### config.mk
export PLATFORM = sky130hd
export DESIGN_NAME = placement_registry
export DESIGN_NICKNAME = d
export VERILOG_FILES = /design/src/rtl/placement_registry_pkg.sv /design/src/rtl/placement_registry_sep.sv /design/src/rtl/placement_registry.sv
export SDC_FILE = /design/constraint.sdc
export NUM_CORES = 1
export LEC_CHECK = 0
export ABC_AREA = 1
export CAP_MARGIN = 20
export CORE_ASPECT_RATIO = 0.5
export CORE_MARGIN = 4
export CORE_UTILIZATION = 35
export CTS_BUF_LIST = sky130_fd_sc_hd__clkbuf_8
export DETAILED_ROUTE_END_ITERATION = 10
export GPL_TIMING_DRIVEN = 0
export SYNTH_ARGS = -nofsm -noshare
export SYNTH_HDL_FRONTEND = slang
export SYNTH_SLANG_ARGS = --single-unit
### constraint.sdc
create_clock -name setup_clk -period 5.3 [get_ports setup_clk]
set_input_delay 1.06 -clock setup_clk [delete_from_list [all_inputs] [get_ports setup_clk]]
set_output_delay 1.06 -clock setup_clk [all_outputs]
set_load 0.03 [all_outputs]
### src/rtl/placement_registry_pkg.sv
// Shared placement parameters and the packed location type used by the
// setup registry and its collision/lookup comparators.
package placement_registry_pkg;

  localparam int NEST_num            = 2;
  localparam int SUGARPATCH_num      = 4;
  localparam int NEST_num_bits       = 1;
  localparam int SUGARPATCH_num_bits = 2;
  localparam int X_bits              = 8;
  localparam int Y_bits              = 7;
  localparam int PIXELS_X            = 1 << X_bits;
  localparam int PIXELS_Y            = 1 << Y_bits;
  localparam int MIN_SEP             = 4;
  localparam int SUGAR_bits          = 8;
  localparam int SUGAR_INIT          = 255;

  typedef struct packed {
    logic [X_bits-1:0] x;
    logic [Y_bits-1:0] y;
  } loc_t;

endpackage

### src/rtl/placement_registry_sep.sv
// Combinational Chebyshev square test: hit when a valid entry lies within
// radius of the candidate on both axes (max-minus-min, no wrap).
module sep_check
  import placement_registry_pkg::*;
(
  input  logic              valid_i,
  input  loc_t              e_loc_i,
  input  loc_t              c_loc_i,
  input  logic [X_bits-1:0] radius_i,
  output logic              hit_o
);

  logic [X_bits-1:0] dx;
  logic [Y_bits-1:0] dy;

  always_comb begin
    dx = (c_loc_i.x >= e_loc_i.x) ? (c_loc_i.x - e_loc_i.x) : (e_loc_i.x - c_loc_i.x);
    dy = (c_loc_i.y >= e_loc_i.y) ? (c_loc_i.y - e_loc_i.y) : (e_loc_i.y - c_loc_i.y);
    hit_o = valid_i && (dx <= radius_i) && (X_bits'(dy) <= radius_i);
  end

endmodule

### src/rtl/placement_registry.sv
// Nest/sugar-patch registry: setup writes, combinational collision query,
// registered run-mode lookups and per-patch sugar depletion.
module placement_registry
  import placement_registry_pkg::*;
#(
  parameter int MIN_SEP    = placement_registry_pkg::MIN_SEP,
  parameter int SUGAR_INIT = placement_registry_pkg::SUGAR_INIT
) (
  input  logic                                          setup_clk,
  input  logic                                          RESET_SIM,
  input  logic                                          nest_we,
  input  logic [NEST_num_bits-1:0]                      nest_id,
  input  logic [X_bits-1:0]                             nest_setup_x,
  input  logic [Y_bits-1:0]                             nest_setup_y,
  input  logic                                          patch_we,
  input  logic [SUGARPATCH_num_bits-1:0]                patch_id,
  input  logic [X_bits-1:0]                             patch_setup_x,
  input  logic [Y_bits-1:0]                             patch_setup_y,
  input  logic [X_bits-1:0]                             collide_x,
  input  logic [Y_bits-1:0]                             collide_y,
  output logic                                          collision,
  output logic [NEST_num-1:0][X_bits-1:0]               nests_X,
  output logic [NEST_num-1:0][Y_bits-1:0]               nests_Y,
  output logic                                          nests_placed,
  output logic                                          patches_placed,
  input  logic [X_bits-1:0]                             query_x,
  input  logic [Y_bits-1:0]                             query_y,
  output logic                                          q_nest_hit,
  output logic [NEST_num_bits-1:0]                      q_nest_id,
  output logic                                          q_patch_hit,
  output logic [SUGARPATCH_num_bits-1:0]                q_patch_id,
  input  logic                                          take_req,
  input  logic [SUGARPATCH_num_bits-1:0]                take_id,
  output logic                                          take_ack,
  output logic [SUGARPATCH_num-1:0][SUGAR_bits-1:0]     patch_sugar
);

  localparam logic [X_bits-1:0]     RADIUS     = X_bits'(MIN_SEP);
  localparam logic [SUGAR_bits-1:0] SUGAR_LOAD = SUGAR_bits'(SUGAR_INIT);

  loc_t [NEST_num-1:0]                       nest_loc_q, nest_loc_d;
  logic [NEST_num-1:0]                       nest_vld_q, nest_vld_d;
  loc_t [SUGARPATCH_num-1:0]                 patch_loc_q, patch_loc_d;
  logic [SUGARPATCH_num-1:0]                 patch_vld_q, patch_vld_d;
  logic [SUGARPATCH_num-1:0][SUGAR_bits-1:0] sugar_q, sugar_d;
  logic                                      q_nest_hit_q, q_nest_hit_d;
  logic [NEST_num_bits-1:0]                  q_nest_id_q, q_nest_id_d;
  logic                                      q_patch_hit_q, q_patch_hit_d;
  logic [SUGARPATCH_num_bits-1:0]            q_patch_id_q, q_patch_id_d;
  logic                                      take_ack_q, take_ack_d;
  logic                                      take_grant;

  loc_t                      cand_loc, query_loc;
  logic [NEST_num-1:0]       nest_coll;
  logic [SUGARPATCH_num-1:0] patch_coll, patch_live, patch_qhit;

  assign cand_loc  = {collide_x, collide_y};
  assign query_loc = {query_x, query_y};

  for (genvar g = 0; g < NEST_num; g++) begin : g_nest
    sep_check u_coll (
      .valid_i (nest_vld_q[g]),
      .e_loc_i (nest_loc_q[g]),
      .c_loc_i (cand_loc),
      .radius_i(RADIUS),
      .hit_o   (nest_coll[g])
    );
  end

  // Collision counts every placed patch; lookups only see patches with sugar left.
  for (genvar g = 0; g < SUGARPATCH_num; g++) begin : g_patch
    assign patch_live[g] = patch_vld_q[g] && (sugar_q[g] != '0);
    sep_check u_coll (
      .valid_i (patch_vld_q[g]),
      .e_loc_i (patch_loc_q[g]),
      .c_loc_i (cand_loc),
      .radius_i(RADIUS),
      .hit_o   (patch_coll[g])
    );
    sep_check u_query (
      .valid_i (patch_live[g]),
      .e_loc_i (patch_loc_q[g]),
      .c_loc_i (query_loc),
      .radius_i(RADIUS),
      .hit_o   (patch_qhit[g])
    );
  end

  assign collision = (|nest_coll) || (|patch_coll);

  always_comb begin
    nest_loc_d  = nest_loc_q;
    nest_vld_d  = nest_vld_q;
    patch_loc_d = patch_loc_q;
    patch_vld_d = patch_vld_q;
    sugar_d     = sugar_q;
    take_grant  = 1'b0;
    for (int i = 0; i < NEST_num; i++) begin
      if (nest_we && (nest_id == NEST_num_bits'(i))) begin
        nest_loc_d[i] = {nest_setup_x, nest_setup_y};
        nest_vld_d[i] = 1'b1;
      end
    end
    for (int i = 0; i < SUGARPATCH_num; i++) begin
      if (take_req && (take_id == SUGARPATCH_num_bits'(i)) && patch_live[i]) begin
        take_grant = 1'b1;
        sugar_d[i] = sugar_q[i] - SUGAR_bits'(1);
      end
      // A placement on the same patch overrides the take and reloads sugar.
      if (patch_we && (patch_id == SUGARPATCH_num_bits'(i))) begin
        patch_loc_d[i] = {patch_setup_x, patch_setup_y};
        patch_vld_d[i] = 1'b1;
        sugar_d[i]     = SUGAR_LOAD;
      end
    end
    take_ack_d = take_grant && !(patch_we && (patch_id == take_id));
  end

  // Descending scan so the lowest matching index is the one left standing.
  always_comb begin
    q_nest_hit_d  = 1'b0;
    q_nest_id_d   = '0;
    q_patch_hit_d = 1'b0;
    q_patch_id_d  = '0;
    for (int i = NEST_num - 1; i >= 0; i--) begin
      if (nest_vld_q[i] && (nest_loc_q[i] == query_loc)) begin
        q_nest_hit_d = 1'b1;
        q_nest_id_d  = NEST_num_bits'(i);
      end
    end
    for (int i = SUGARPATCH_num - 1; i >= 0; i--) begin
      if (patch_qhit[i]) begin
        q_patch_hit_d = 1'b1;
        q_patch_id_d  = SUGARPATCH_num_bits'(i);
      end
    end
  end

  always_ff @(posedge setup_clk or posedge RESET_SIM) begin
    if (RESET_SIM) begin
      nest_loc_q    <= '0;
      nest_vld_q    <= '0;
      patch_loc_q   <= '0;
      patch_vld_q   <= '0;
      sugar_q       <= '0;
      q_nest_hit_q  <= 1'b0;
      q_nest_id_q   <= '0;
      q_patch_hit_q <= 1'b0;
      q_patch_id_q  <= '0;
      take_ack_q    <= 1'b0;
    end else begin
      nest_loc_q    <= nest_loc_d;
      nest_vld_q    <= nest_vld_d;
      patch_loc_q   <= patch_loc_d;
      patch_vld_q   <= patch_vld_d;
      sugar_q       <= sugar_d;
      q_nest_hit_q  <= q_nest_hit_d;
      q_nest_id_q   <= q_nest_id_d;
      q_patch_hit_q <= q_patch_hit_d;
      q_patch_id_q  <= q_patch_id_d;
      take_ack_q    <= take_ack_d;
    end
  end

  always_comb begin
    for (int i = 0; i < NEST_num; i++) begin
      nests_X[i] = nest_loc_q[i].x;
      nests_Y[i] = nest_loc_q[i].y;
    end
  end

  assign nests_placed   = &nest_vld_q;
  assign patches_placed = &patch_vld_q;
  assign q_nest_hit     = q_nest_hit_q;
  assign q_nest_id      = q_nest_id_q;
  assign q_patch_hit    = q_patch_hit_q;
  assign q_patch_id     = q_patch_id_q;
  assign take_ack       = take_ack_q;
  assign patch_sugar    = sugar_q;

endmodule

# Word-level counts from Yosys, hierarchy flattened
# Index checks and enable logic that the tools add are counted.
dict set report word_totals {
  output_inout_bits 71
  ff_bits 134
  wordCells 222
  in_bits 70
}
dict set report op_classes {
  mux 43
  reduce_logical 58
  eq_ne 9
  order_cmp 40
  add_sub_neg 44
  bitwise 1
}
# op n
set op_table {}
lappend op_table {{$sub 8x8->8} 20}
lappend op_table {{$mux 8} 18}
lappend op_table {{$sub 7x7->7} 20}
lappend op_table {{$ge 8x8->1} 10}
lappend op_table {{$le 8x3->1 const B} 10}
lappend op_table {{$ge 7x7->1} 10}
lappend op_table {{$le 7x3->1 const B} 10}
lappend op_table {{$mux 7} 10}
lappend op_table {{$logic_and 1x1->1} 42}
lappend op_table {{$reduce_bool 8->1} 4}
lappend op_table {{$sub 8x1->8 const B} 4}
lappend op_table {{$eq 15x15->1} 2}
lappend op_table {{$mux 1} 11}
lappend op_table {{$eq 2x2->1 const B} 4}
lappend op_table {{$mux 2} 4}
lappend op_table {{$reduce_bool 2->1} 4}
lappend op_table {{$eq 2x1->1 const B} 2}
lappend op_table {{$logic_not 2->1} 2}
lappend op_table {{$reduce_and 4->1} 1}
lappend op_table {{$reduce_or 4->1} 1}
lappend op_table {{$eq 2x2->1} 1}
lappend op_table {{$reduce_and 2->1} 1}
lappend op_table {{$reduce_or 2->1} 1}
lappend op_table {{$logic_not 1->1} 1}
lappend op_table {{2 further kinds} 2}

# Logic depth before layout (Yosys ltp)
# Gate-level depths: netlist (run 1).
dict set report depth {
  depth_word 9
  depth_mapped 20
  depth_no_buf 19
}

# Modules after synthesis
# From an unflattened synthesis (run 1), not the netlist that was laid out.
dict set report unflattened {
  hier_cells 4244
  area_unflattened_um2 26519.2
}
# module seq_area_each_um2 instances area_per_inst_um2 cells_each
set by_module_without_submodules {}
lappend by_module_without_submodules {placement_registry 3353.2 1 6468.7 824}
lappend by_module_without_submodules {{sep_check at g_nest[1].u_coll ...} 0.0 3 2039.5 344}
lappend by_module_without_submodules {{sep_check at g_patch[1].u_query ...} 0.0 3 2006.9 343}
lappend by_module_without_submodules {{sep_check at g_nest[0].u_coll ...} 0.0 2 1991.9 342}
lappend by_module_without_submodules {{sep_check at g_patch[3].u_query} 0.0 1 2005.7 340}
lappend by_module_without_submodules {{sep_check at g_patch[3].u_coll} 0.0 1 1921.8 335}

# Worst setup path after synthesis (run 1)
# OpenSTA, ideal clock, no wires.
dict set report synth_timing {
  kind {input to output}
  start {input collide_y[2]}
  end {output collision}
  path_stages 15
  arrival_ns 2.782
  path_buffers 0
  path_slack_ns 1.458
  t_required_ns 4.240
  cell_sequence {inv_1 > ha_1 > nand2_1 > inv_1 > a21oi_2 > nor2_1 > nor2_2 > nand2_1 > nand3_1 > nand2_1 > nor3_2 > nand2_1 > nor2_1 > nor2_1 > nand2_1}
}
dict set report synth_between {
  elab_chain_len 6
  elab_cells_between_ends 39
  cone_classes {add/sub: 12; order compare: 12; mux: 6; reduce/logical: 9}
}
# element line_no
set synth_rtl {}
lappend synth_rtl {{start, declared} placement_registry.sv:20} ;# input logic [Y_bits-1:0] collide_y,
lappend synth_rtl {{$sub 7x7->7 or $ge 7x7->1 (tied branches)} placement_registry_sep.sv:18} ;# dy = (c_loc_i.y >= e_loc_i.y) ? (c_loc_i.y - e_loc_i.y) : (e_loc_i.y - c_loc_i.y);
lappend synth_rtl {{$mux 7} placement_registry_sep.sv:18}
lappend synth_rtl {{$le 7x3->1} placement_registry_sep.sv:19} ;# hit_o = valid_i && (dx <= radius_i) && (X_bits'(dy) <= radius_i);
lappend synth_rtl {{$logic_and 1x1->1} placement_registry_sep.sv:19}
lappend synth_rtl {{$reduce_or 4->1 or $reduce_or 2->1 (tied branches)} placement_registry.sv:89} ;# assign collision = (|nest_coll) || (|patch_coll);
lappend synth_rtl {{$logic_or 1x1->1 (*)} placement_registry.sv:89}
lappend synth_rtl {{end, declared} placement_registry.sv:21} ;# output logic collision,
# Mark *: on every way between the ends. The rest lies on a longest branch, timed or not.

# Final worst setup path (run 1)
dict set report layout_timing {
  start {input collide_x[7]}
  end {output collision}
}
dict set report layout_between {
  elab_chain_len 7
  elab_cells_between_ends 45
  cone_classes {add/sub: 12; order compare: 12; mux: 6; reduce/logical: 15}
}
# element line_no
set layout_rtl {}
lappend layout_rtl {{start, declared} placement_registry.sv:19} ;# input logic [X_bits-1:0] collide_x,
lappend layout_rtl {{$sub 8x8->8 or $ge 8x8->1 (tied branches)} placement_registry_sep.sv:17} ;# dx = (c_loc_i.x >= e_loc_i.x) ? (c_loc_i.x - e_loc_i.x) : (e_loc_i.x - c_loc_i.x);
lappend layout_rtl {{$mux 8} placement_registry_sep.sv:17}
lappend layout_rtl {{$le 8x3->1} placement_registry_sep.sv:19}
lappend layout_rtl {{$logic_and 1x1->1 (2 in series)} placement_registry_sep.sv:19}
lappend layout_rtl {{$reduce_or 4->1 or $reduce_or 2->1 (tied branches)} placement_registry.sv:89}
lappend layout_rtl {{$logic_or 1x1->1 (*)} placement_registry.sv:89}
# Marks and branches as above.

==> flow_summary.toml, run 1 <==
[pwr]
clock_power_share_pct = 15.0
total_design_power_uw = 6150
power.leakage_uw = 0.0124
vdd_drop_max_mv = 0.166
power.density_nw_per_um2 = 276
seqPwrFrac_pct = 21.5
switching_share_pct = 51.9
power_switching_uw = 3190
p_comb_share_pct = 63.5
cellInternalPower_uw = 2960

[worst_setup_path]
r2r.worst_path.cells = 8
worstSetupStartpointType = "primary input"
cpMaxStageDelayCell = "clkdlybuf4s50_1"
setup.worst_path.end_class = "output port"
launching_point_of_the_worst_reg2reg_path = "patch_sugar[1]"
startpoint = "collide_x[7]"
path_common_cell = "nand2_1"
crit_required_ps = 4240
critical_path.max_fanout = 6
critical_path_arrival_ps = 4080
r2r_setup_slack_ps = 2660
timing.critical_path.cells = "clkdlybuf4s50_1 -> ha_1 -> a21oi_1 -> o21a_1 -> nand3_1 -> nor2_1 -> nand2_1 -> nand2_2 -> nand2_1 -> nor2_1 -> nand2_1 -> nand2_1 -> nor2_1 -> nand2_1 -> clkbuf_2"
critical-path-max-stage-delay_ps = 800
critPathKind = "in -> out"

[hold_path]
whs_path_depth = 2
hp-start = "patch_sugar[21]"
min_path_type = "reg -> reg"

[sta]
tightest_slew_ps = 929
fmaxAchievable_mhz = 195
rsz0062_at_grt = "no"
slew_violations = 0
final_critical_path_time_including_i_o_delays_and_setup_ps = 5140
setup_violators_final = 0
worst_slack_setup_final_ps = 164
finalHoldViolCount = 0
finClkSkew_ps = 21.8
worst_slew_margin_rel_pct = 38.1
fin_crit_sh_pct = 96.9
hold_ws_ps = 516

[placed_design]
placedCellCount = 4091
gpl.final_weighted_congestion = 0.942
pre_cts_slack_ps = -1150
port_buffers = 140
post-dp-hpwl_um = 54600

[clock_tree]
cts.sink_count = 134
postCtsHoldBufs = 0
worst_skew_pair.late_latency_ps = 520
root_buffer = "clkbuf_8"
max-clock-path-buffers = 2
h-tree-depth = 4
cts-buffers-inserted = 17
clkTransAtPathRegs_ps = 90
cts_tree = "yes"

[outcome]
outcome = "complete, no violations"

[synth]
synthesis.area_per_instance_um2 = 6.04
postSynthNetCount = 3563
seq_area_frac_synth_pct = 17.3
ffs_latches_synth = 134
synth_cells = 3205
area_of_the_mapped_netlist_um2 = 19400
synthesis.yosys.warnings = 0
synth.distinct_cells = 48

[floorplan]
chipHeight_um = 174
top_level_ports = 141
rows = 60
initial_utilization_pct = 35.7
die_footprint_um2 = 59400
fp.coreArea_um2 = 54200
dieWidth_um = 341

[drt]
viasPerCell = 5.05
drt.antenna.violating_nets = 0
drt-initial-drc-count = 1879
detailedRoute.firstPassIterationCount = 6
route.vias.total = 20900
remaining_drc_errors = 0
detail_route.wirelength_um = 70100
routedWlPerCell_um = 16.9

[final_layout]
final_cell_count_no_fill = 4141
drive_gt1_share_pct = 4.98
final_nets = 3740
flow.area_growth_from_synthesis_pct = 15.1
finish.utilization_pct = 41.1

[global_route]
grt_overflow_total = 0
vias_in_the_first_global_route = 19600
grt_pass1_wl_um = 108000
grt_usage_pct = 23.1
grt_max_degree = 82
antenna_violations_before_repair = 2

[flow_run]
max_cap_viol_count = 0
flip-flops by register name (all words and copies together) (netlist names):
name	count
q_patch_id	2
nest_vld_q	2
q_nest_id	1
q_patch_hit	1
patch_vld_q	4
nests_X	16
nests_Y	14
take_ack	1
patch_sugar	32
patch_loc_q	60
q_nest_hit	1
worst max-delay path: cells and delay by family:
family,cells,cell delay [ps]
buffers and inverters,2,1020
adder cells (fa/ha/maj),1,560
AO/OA/AOI/OAI,2,410
AND/OR/NAND/NOR,10,1010
Yosys cell counts, drive strengths merged:
cell,number,area [um^2]
nand2,1089,4140
inv,561,2110
ha,288,3600
nand3,266,1350
nor2,213,847
a21oi,183,938
o21ai,167,843
dfrtp,134,3350
xor2,60,526
nand4,48,300
o21bai,40,308
clkbuf,24,93.8
nor3,19,135
buf,18,121
o22ai,18,113
nand3b,13,97.6
or2,11,68.8
a21o,10,75.1
o21a,9,67.6
o211ai,7,52.6
xnor2,5,43.8
nor4,4,25.0
a221oi,3,26.3
a31oi,3,33.8
and2,3,18.8
a211oi,2,15.0
a41oi,2,17.5
nor4b,2,17.5
a2111o,1,11.3
and3,1,6.26
o31ai,1,7.51
what timing repair did:
action	CTS	global route
resized for setup	58	8
pin swaps	0	0
endpoints found under the setup margin	1	1
buffers inserted	16	0
worst paths after layout:
check | end
worst min-delay path | patch_sugar[21]
max in group asynchronous | patch_loc_q[26]
worst min register to register | patch_sugar[21]
worst max-delay path | collision
min in group asynchronous | patch_sugar[22]
worst max register to register | patch_sugar[6]
layer usage:
metal	vias to the layer above	global-route usage (%)	share of wire, %
met2	657	38.6	45
met5	-	0	0
li1	10500	-	-
met4	0	7.02	2.9
met1	9630	31.1	46
met3	120	2.83	5.7
cell families (layout without fill, tap and decap cells):
logic type | count (synthesis) | in the layout | synth area share, %
AND/OR/NAND/NOR | 1669 | 1669 | 36.2
buffers and inverters | 603 | 792 | 12.0
AO/OA/AOI/OAI | 446 | 446 | 13.0
adder cells (fa/ha/maj) | 288 | 288 | 18.6
flip-flops | 134 | 134 | 17.3
XOR/XNOR | 65 | 65 | 2.94
other | 0 | 3 | 0
cell type report:
cell class,count,area (um^2)
clock buffer,17,234
antenna,3,7.51
fill,5994,31900
tap,744,931
sequential,134,3350
clock inverter,14,151
timing repair buffer,158,1540
buffer,42,215
multi-input combinational,2468,13700
inverter,561,2140
power by group through the flow:
stage	registers [uW]	logic, uW	clock network (uW)
final	1320	3910	926
after global routing	1340	4430	985
after CTS	1320	3860	949
after detailed placement	1340	3830	0
after global placement	1340	3790	0
after floorplan	1380	2760	0
stage by stage:
stage | cell area (um^2) | TNS (ps)
after floorplan | 19400 | 0
after global placement | 21700 | -241550
after detailed placement | 21700 | -1150
after CTS | 22300 | 0
after global routing | 22300 | 0
final | 22300 | 0
placed cells by master, fill, tap and decap left out, types with 8 or more instances in the layout:
cell type        count
o21a_1               9
nor2_1             199
inv_1              539
a21o_1              10
nand3b_1            13
nor3_2               8
nand2_1           1072
xor2_1              60
clkbuf_8            17
clkdlybuf4s50_1    125
o22ai_1             18
buf_2               14
ha_1               288
or2_2                9
o21ai_1              9
a21oi_1            178
nand4_1             48
clkbuf_1            21
nor3_1              11
dfrtp_1            134
nor2_2              11
inv_2               12
o21bai_1            37
clkdlybuf4s15_2      8
o21ai_0            156
nand2_2             14
buf_4               22
nand3_1            262
clkinvlp_4          11
(Power assumes the default switching activity.)
==> run 2, diff against run 1 <==
Settings changed: CORE_ASPECT_RATIO 0.5 to 1.5.
==> flow_summary.toml, run 2 (synthesis gave the netlist of run 1 again) <==
[outcome]
outcome = "complete, no violations"

[flow_run]
max_cap_viol_count = 0

[hold_path]
min_path_type = "reg -> reg"

[clock_tree]
cts.sink_count = 134
h-tree-depth = 4
root_buffer = "clkbuf_8"
worst_skew_pair.late_latency_ps = 520
clkTransAtPathRegs_ps = 100
cts-buffers-inserted = 17
cts_tree = "yes"
max-clock-path-buffers = 2

[final_layout]
flow.area_growth_from_synthesis_pct = 14.7
final_cell_mix = "nand2_1, inv_1, ha_1"
leading_cell_type_in_the_layout_fill_and_taps_excluded = "nand2_1"
largest_register = "patch_loc_q"
n_fill_cell = 6005
drive_gt1_share_pct = 4.89
register_area_um2 = 3350
area_occupied_by_multi_input_gates_um2 = 13700
final_nets = 3740
postLayoutCellArea_um2 = 22200
largest_register_ff_count = 60

[pwr]
vdd_drop_max_mv = 0.166
power_switching_uw = 3220
power.leakage_uw = 0.0124
seqPwrFrac_pct = 21.6
total_design_power_uw = 6180
switching_share_pct = 52.2
cellInternalPower_uw = 2950
clock_power_share_pct = 15.4
power.density_nw_per_um2 = 278
p_comb_share_pct = 63.0

[floorplan]
die_footprint_um2 = 59200
rows = 105
chipHeight_um = 296
top_level_ports = 141
fp.coreArea_um2 = 54800
initial_utilization_pct = 35.3
dieWidth_um = 200

[worst_setup_path]
crit_required_ps = 4240
cp_top_family = "buffers and inverters"
setup.worst_path.end_class = "output port"
critical_path.max_fanout = 7
critical_path_arrival_ps = 3990
timing.critical_path.cells = "clkdlybuf4s15_2 -> clkinvlp_4 -> buf_4 -> buf_4 -> ha_1 -> o21bai_1 -> nand2_1 -> nand2_1 -> nor2_1 -> o21ai_0 -> nor2_1 -> nand3_1 -> nand2_1 -> nand3_1 -> nor2_1 -> nor2_1 -> nand2_1 -> clkbuf_2"
critical-path-max-stage-delay_ps = 440
cp_num_buf_inv = 5
critPathKind = "in -> out"
cpMaxStageDelayCell = "clkdlybuf4s15_2"
worstSetupStartpointType = "primary input"

[global_route]
grt_usage_pct = 23.9
grt_overflow_total = 0
antenna_violations_before_repair = 1
grt_max_degree = 89
vias_in_the_first_global_route = 20200
grt_pass1_wl_um = 110000

[sta]
slew_violations = 0
rsz0062_at_grt = "no"
worst_slew_margin_rel_pct = 49.2
fin_crit_sh_pct = 95.3
final_critical_path_time_including_i_o_delays_and_setup_ps = 5050
fmaxAchievable_mhz = 198
finalHoldViolCount = 0
tightest_slew_ps = 760
finClkSkew_ps = 20.9
setup_violators_final = 0

[placed_design]
post-dp-hpwl_um = 57300
gpl.final_weighted_congestion = 0.977
placement.cell_area_um2 = 21700
port_buffers = 140

[drt]
drt.antenna.violating_nets = 0
viasPerCell = 5.05
drt-initial-drc-count = 1309
detailedRoute.firstPassIterationCount = 5
remaining_drc_errors = 0
route.vias.total = 20700
detail_route.wirelength_um = 71700
routedWlPerCell_um = 17.5
run 2: per-layer routing:
| layer | global-route usage [%] | vias to the layer above | wire [um] |
|---|---|---|---|
| met1 | 26.3 | 9367 | 27400 |
| li1 | - | 10500 | - |
| met2 | 44.1 | 570 | 36400 |
| met3 | 3.14 | 206 | 3500 |
| met4 | 12.4 | 0 | 4380 |
| met5 | 0 | - | 0 |
run 2: layout make-up:
type / count / share of cell area (%)
antenna: 1 / 0.0113
buffer: 42 / 0.969
inverter: 561 / 9.64
sequential: 134 / 15.1
tap: 695 / 3.91
clock inverter: 13 / 0.608
multi-input combinational: 2468 / 61.7
timing repair buffer: 158 / 6.93
clock buffer: 19 / 1.18
run 2: path summary, 6_finish.rpt:
check	start	depth (start not counted)	slack (ps)	endpoint
max	collide_x[0]	18	250	collision
min reg2reg	patch_sugar[21]	2	530	patch_sugar[21]
min	patch_sugar[21]	2	530	patch_sugar[21]
min in group asynchronous	RESET_SIM	2	960	nests_X[14]
max in group asynchronous	RESET_SIM	3	3480	patch_loc_q[7]
max reg2reg	patch_sugar[8]	11	2640	patch_sugar[15]
run 2: power groups by stage:
stage	Clock [uW]	Sequential, uW	Combinational [uW]
floorplan	0	1380	2760
global placement	0	1360	3830
detailed placement	0	1350	3850
CTS	966	1330	3880
global route	1000	1350	4430
finish	948	1340	3890
run 2: worst register-to-register path, stage by stage (launching register included):
cell     delay (ps)
dfrtp_1         430
inv_1            80
ha_1            200
nand2_1          60
nor2_1           40
a31oi_1         480
nand3_1         420
nor2_2          270
nand4_1         180
nor3_1          220
a21oi_1          90
o21ai_0         100
run 2: per-stage QoR:
stage	setup TNS, ps	std cells	worst slack, ps	hold WS [ps]	utilization [%]
after floorplan	0	3205	657	445	-
after global placement	-249870	4040	-1900	503	39.5
after detailed placement	-1020	4041	-1020	505	39.6
after CTS	0	4089	76.1	533	40.6
after global routing	0	4091	104	572	40.5
final	0	4091	248	533	40.5
run 2: repair_timing:
item,in CTS,in global routing
endpoints found under the setup margin,1,1
hold buffers,0,0
resized for setup,52,16
setup buffers,16,0
